File: src/rtl/id_symbol_shower.sv
// Calibration LED driver: shows one address symbol per slot as a palette colour, with manual or auto slot advance.
// Optional parity slot enabled by defining PARITY_SYMBOL_EN.
module id_symbol_shower #(
  parameter int NUM_LEDS          = 50,
  parameter int LED_ADDRESS_WIDTH = 6,
  parameter int BITS_PER_SYMBOL   = 1,
  parameter int FRAMES_PER_SYMBOL = 4,
  localparam int NUM_SYMBOLS = (LED_ADDRESS_WIDTH + BITS_PER_SYMBOL - 1) / BITS_PER_SYMBOL,
  localparam int SLOT_W      = $clog2(NUM_SYMBOLS + 1)
) (
  input  logic                         clk,
  input  logic                         rst_n,
  input  logic [LED_ADDRESS_WIDTH-1:0] next_led_request,
  input  logic                         auto_mode,
  input  logic                         update_slot,
  input  logic [SLOT_W-1:0]            slot_req,
  output logic [7:0]                   red_out,
  output logic [7:0]                   green_out,
  output logic [7:0]                   blue_out,
  output logic                         color_valid,
  output logic                         displayed_frame_valid,
  output logic [SLOT_W-1:0]            current_slot,
  output logic                         sequence_done
);

`ifdef PARITY_SYMBOL_EN
  localparam int NUM_SLOTS = NUM_SYMBOLS + 1;
`else
  localparam int NUM_SLOTS = NUM_SYMBOLS;
`endif
  localparam int PAD_W = NUM_SYMBOLS * BITS_PER_SYMBOL;
  localparam int CNT_W = $clog2(FRAMES_PER_SYMBOL + 1);
  localparam logic [SLOT_W-1:0] LAST_SLOT = SLOT_W'(NUM_SLOTS - 1);
  localparam logic [CNT_W-1:0]  CNT_MAX   = CNT_W'(FRAMES_PER_SYMBOL);

  typedef enum logic [1:0] {
    SETTLE0 = 2'd0,
    SETTLE1 = 2'd1,
    VALID   = 2'd2
  } state_t;

  generate
    if ((BITS_PER_SYMBOL != 1 && BITS_PER_SYMBOL != 2) || FRAMES_PER_SYMBOL < 1 ||
        NUM_LEDS > (1 << LED_ADDRESS_WIDTH)) begin : g_bad_cfg
      $error("id_symbol_shower: illegal parameter combination");
    end
  endgenerate

`ifdef PARITY_SYMBOL_EN
  function automatic logic [BITS_PER_SYMBOL-1:0] f_parity(input logic [PAD_W-1:0] padded);
    logic [BITS_PER_SYMBOL-1:0] acc;
    acc = {BITS_PER_SYMBOL{1'b0}};
    for (int s = 0; s < NUM_SYMBOLS; s++) begin
      acc = acc ^ padded[s*BITS_PER_SYMBOL +: BITS_PER_SYMBOL];
    end
    return acc;
  endfunction
`endif

  // Slot 0 is the most significant symbol; any slot past the data symbols is the parity slot.
  function automatic logic [BITS_PER_SYMBOL-1:0] f_symbol(input logic [PAD_W-1:0] padded,
                                                          input logic [SLOT_W-1:0] slot);
    logic [BITS_PER_SYMBOL-1:0] sym;
`ifdef PARITY_SYMBOL_EN
    sym = f_parity(padded);
`else
    sym = {BITS_PER_SYMBOL{1'b0}};
`endif
    for (int s = 0; s < NUM_SYMBOLS; s++) begin
      if (slot == SLOT_W'(s)) begin
        sym = padded[(NUM_SYMBOLS-1-s)*BITS_PER_SYMBOL +: BITS_PER_SYMBOL];
      end
    end
    return sym;
  endfunction

  function automatic logic [23:0] f_palette(input logic [BITS_PER_SYMBOL-1:0] sym);
    logic [1:0]  idx;
    logic [23:0] rgb;
    if (BITS_PER_SYMBOL == 1) begin
      idx = {sym[0], 1'b0};
    end else begin
      idx = 2'(sym);
    end
    case (idx)
      2'd0:    rgb = 24'hFF0000;
      2'd1:    rgb = 24'h00FF00;
      2'd2:    rgb = 24'h0000FF;
      2'd3:    rgb = 24'hFFFFFF;
      default: rgb = 24'hFF0000;
    endcase
    return rgb;
  endfunction

  logic [PAD_W-1:0]             w_padded;
  logic                         w_frame_start;
  logic [LED_ADDRESS_WIDTH-1:0] r_prev;
  logic [CNT_W-1:0]             r_count;
  state_t                       r_state;

  assign w_padded              = PAD_W'(next_led_request);
  assign w_frame_start         = (next_led_request != r_prev) &&
                                 (r_prev == {LED_ADDRESS_WIDTH{1'b0}});
  assign displayed_frame_valid = (r_state == VALID);

  // Colour pipeline, frame tracking FSM and slot sequencing.
  always_ff @(posedge clk) begin
    if (!rst_n) begin
      red_out       <= 8'd0;
      green_out     <= 8'd0;
      blue_out      <= 8'd0;
      color_valid   <= 1'b0;
      current_slot  <= {SLOT_W{1'b0}};
      sequence_done <= 1'b0;
      r_prev        <= {LED_ADDRESS_WIDTH{1'b0}};
      r_count       <= {CNT_W{1'b0}};
      r_state       <= SETTLE0;
    end else begin
      {red_out, green_out, blue_out} <= f_palette(f_symbol(w_padded, current_slot));
      color_valid   <= 1'b1;
      r_prev        <= next_led_request;
      sequence_done <= 1'b0;
      if (update_slot) begin
        current_slot <= (int'(slot_req) < NUM_SLOTS) ? slot_req : LAST_SLOT;
        r_state      <= SETTLE0;
        r_count      <= {CNT_W{1'b0}};
      end else if (w_frame_start) begin
        case (r_state)
          SETTLE0: r_state <= SETTLE1;
          SETTLE1: r_state <= VALID;
          VALID: begin
            if (auto_mode && r_count == CNT_MAX) begin
              if (current_slot == LAST_SLOT) begin
                current_slot  <= {SLOT_W{1'b0}};
                sequence_done <= 1'b1;
              end else begin
                current_slot <= current_slot + SLOT_W'(1);
              end
              r_state <= SETTLE0;
              r_count <= {CNT_W{1'b0}};
            end else if (r_count != CNT_MAX) begin
              r_count <= r_count + CNT_W'(1);
            end else begin
              r_count <= r_count;
            end
          end
          default: r_state <= SETTLE0;
        endcase
      end else begin
        r_state <= r_state;
      end
    end
  end

endmodule

File: config.mk
export PLATFORM = sky130hd
export DESIGN_NAME = id_symbol_shower
export DESIGN_NICKNAME = d
export VERILOG_FILES = /design/src/rtl/id_symbol_shower.sv
export SDC_FILE = /design/constraint.sdc
export NUM_CORES = 1
export LEC_CHECK = 0
export ABC_AREA = 1
export CORE_MARGIN = 2
export CORE_UTILIZATION = 43
export CTS_CLUSTER_SIZE = 20
export DETAILED_ROUTE_END_ITERATION = 6
export PLACE_DENSITY = 0.78
export SLEW_MARGIN = 20
export SYNTH_ARGS = -nofsm -noshare
export SYNTH_HDL_FRONTEND = slang
export SYNTH_SLANG_ARGS = --single-unit
File: constraint.sdc
create_clock -name clk -period 1.5 [get_ports clk]
set_input_delay 0.225 -clock clk [delete_from_list [all_inputs] [get_ports clk]]
set_output_delay 0.225 -clock clk [all_outputs]
set_load 0.05 [all_outputs]
==> results.tsv <==
stage	metric	value	unit
routing	ant_nets	0	
setup_path	crit_type	flop to flop	
place	place.gp.congestion	0.8416	
timing	whs	0.5129	ns
die	initial_core_util	44.65	%
place	place_area	1582	µm²
routing	routed_via_density	4.836	
power_and_ir_drop	ir_drop	0.7002	mV
synthesis	ys_seq_area_share	33.18	%
synthesis	synth_edf_count	0	
synthesis	synth_seq_cells	18	
synthesis	synth_compound_area_share	7.834	%
die	dieArea	2944	µm²
synthesis	async_flop_share	0	%
setup_path	cp_max_fo	6	
timing	skew	0.006101	ns
place	dp_hpwl	2.110	mm
timing	drv_slew	0	
clocking	cts_buffer_depth	2	
routing	dr.pass1.iters	4	
final_layout	syn_to_final_growth	49.08	%
global_routing	track_usage	20.13	%
global_routing	grt_remaining_overflow	0	
power_and_ir_drop	p_total	1.452	mW
final_layout	layout.nets	208	
global_routing	grt_antenna_before_repair	0	
synthesis	synthSimpleGateAreaFrac	30.30	%
setup_path	crit_arrival	1.59	ns
clocking	postCtsSetupRepairBufs	0	
synthesis	synthMuxAreaShare	0	%
global_routing	met2_usage	34.34	%
outcome	status	finished clean	
timing	fin_crit_sh	92.72	%
timing	finalSetupViolations	0	
final_layout	antenna_cells	0	
synthesis	synth_top_family_by_area	simple AND/OR/NAND/NOR gates	
routing	wl_per_cell	11.82	µm
routing	drc	0	
timing	finalCriticalPeriod	1.391	ns
global_routing	busiest_layer	met2	
final_layout	n_fill_cell	195	
place	dp_cells	217	
clocking	htree_levels	1	
synthesis	syn-cell-area	1086	µm²
timing	tns	0	ns
setup_path	start_kind	flop	
synthesis	synth_xor_area_share	0	%
setup_path	endpoint_kind	flop	
worst_hold_path	hp-start	r_state[1]	
die	die_h	54.26	µm
routing	wl	2.601	mm
power_and_ir_drop	leakagePower	0.7786	nW
die	core_area	2432	µm²
global_routing	grt_pass1_vias	956	
timing	finalHoldViolCount	0	
global_routing	grt_pass1_wl	4.215	mm
global_routing	grt_use_met3	6.011	%
synthesis	ys.flop_type	dfxtp_1	
global_routing	grt_max_degree	10	
synthesis	synth-adder-area-share	3.456	%
final_layout	stdcell_area	1619	µm²
setup_path	timing.rr.start	r_count[0]	
final_layout	multiInputGateArea	495.5	µm²
final_layout	layout-drive-gt1-share	24.74	%
synthesis	synth.distinct_cells	23	
clocking	clk_pin_slew_worst_paths	0.10	ns
place	portBuffers	34	
die	die_w	54.26	µm
timing	fmax	719.0	MHz
setup_path	required	1.70	ns
final_layout	final_cells	220	
global_routing	use_met1	22.78	%
clocking	ctsHoldBuffers	0	
final_layout	regArea	362.8	µm²
synthesis	syn_area_per_cell	6.788	µm²
synthesis	yosysWarningCount	0	
clocking	cts_made_buffers	3	
timing	rsz0062_at_grt	false	
setup_path	startpoint	r_count[0]	
routing	first_iter_violations	25	
die	rows	18	
clocking	cts_resized	0	
die	boundaryPins	43	
flow_run	maxCapViolations	0	
clocking	clock_latency	0.29	ns
power_and_ir_drop	power_density	897.0	nW/µm²
routing	vias	1064	
synthesis	synthCells	160	
clocking	cts_tree	yes	
clocking	root_buffer	clkbuf_4	
worst_hold_path	hold_path_class	flop to flop	
clocking	cts.sinks	18	
[metal layers]
layer  wire (µm)  vias to the layer above
met4         129                        0
met1         993                      467
met3         168                       14
li1            -                      526
met5           0                        -
met2        1310                       57
[cells in the mapped netlist (2+ instances only)]
master	instances	area share [%]
buf_4	23	16
inv_1	23	7.9
nand2_2	2	1.2
nor2_2	3	1.7
dfxtp_1	18	33
ha_1	3	3.5
inv_2	3	1.0
nand3_1	12	5.5
a21oi_1	2	0.92
nand2_1	34	12
nor2_1	20	6.9
o21ai_0	6	2.8
[layout make-up]
class / count / share of cell area [%]
Multi-Input combinational cell: 100 / 30.60
Sequential cell: 18 / 22.41
Tap cell: 30 / 2.318
Clock buffer: 3 / 1.391
Inverter: 26 / 6.028
Timing Repair Buffer: 43 / 37.25
[registers in the layout, summed over array words and instances, names as in the netlist]
name and cells:
r_prev 6, current_slot 3, r_count 3, r_state 2
blue_out 1, color_valid 1, red_out 1, sequence_done 1
[metrics by stage]
step / utilization, % / worst slack, ns
2_1_floorplan: - / 0.004523
3_3_place_gp: 65.02 / 0.03118
3_5_place_dp: 65.02 / -0.08525
4_1_cts: 65.95 / 0.05775
5_1_grt: 66.56 / 0.01139
6_report: 66.56 / 0.1093
[path summary, 6_finish.rpt]
kind,end,slack [ns],cells past startpoint
min reg2reg,r_state[1],0.51,2
max reg2reg,current_slot[0],0.11,9
max,current_slot[0],0.11,9
min,r_state[1],0.51,2
[power breakdown]
part / total (mW) / leakage [nW] / switching, mW / internal, mW
Clock: 0.235 / 0.0138 / 0.141 / 0.0935
Combinational: 0.698 / 0.616 / 0.404 / 0.294
Sequential: 0.520 / 0.149 / 0.0180 / 0.502
Total: 1.45 / 0.779 / 0.563 / 0.889
[cells in the final DEF, fill, tap and decap left out, drive strengths merged]
cell type       n
clkdlybuf4s50  12
nand3          12
nand4           2
ha              3
inv            26
conb            8
a22oi           1
dfxtp          18
nor3            1
buf            31
a21oi           3
o21ai           7
nand2          36
clkbuf          3
o21a            1
nor2           24
o221ai          1
o211ai          1
[critical path: stages (launching register included)]
cell     delay (ns)
dfxtp_1        0.34
inv_1          0.08
ha_1           0.16
nand2_1        0.11
nor2_4         0.13
nand4_4        0.15
nand2_2        0.10
inv_1          0.05
nor2_1         0.11
nor2_1         0.05
[cells by family (layout without fill, tap and decap cells)]
| kind of cell | count (synthesis) | after routing |
|---|---|---|
| and+or+nand+nor | 75 | 75 |
| buffers and inverters | 49 | 72 |
| DFF | 18 | 18 |
| other | 1 | 8 |
| adders and majority gates | 3 | 3 |
| AOI/OAI and AO/OA | 14 | 14 |
Note: power is estimated with default switching activity, not from simulation.
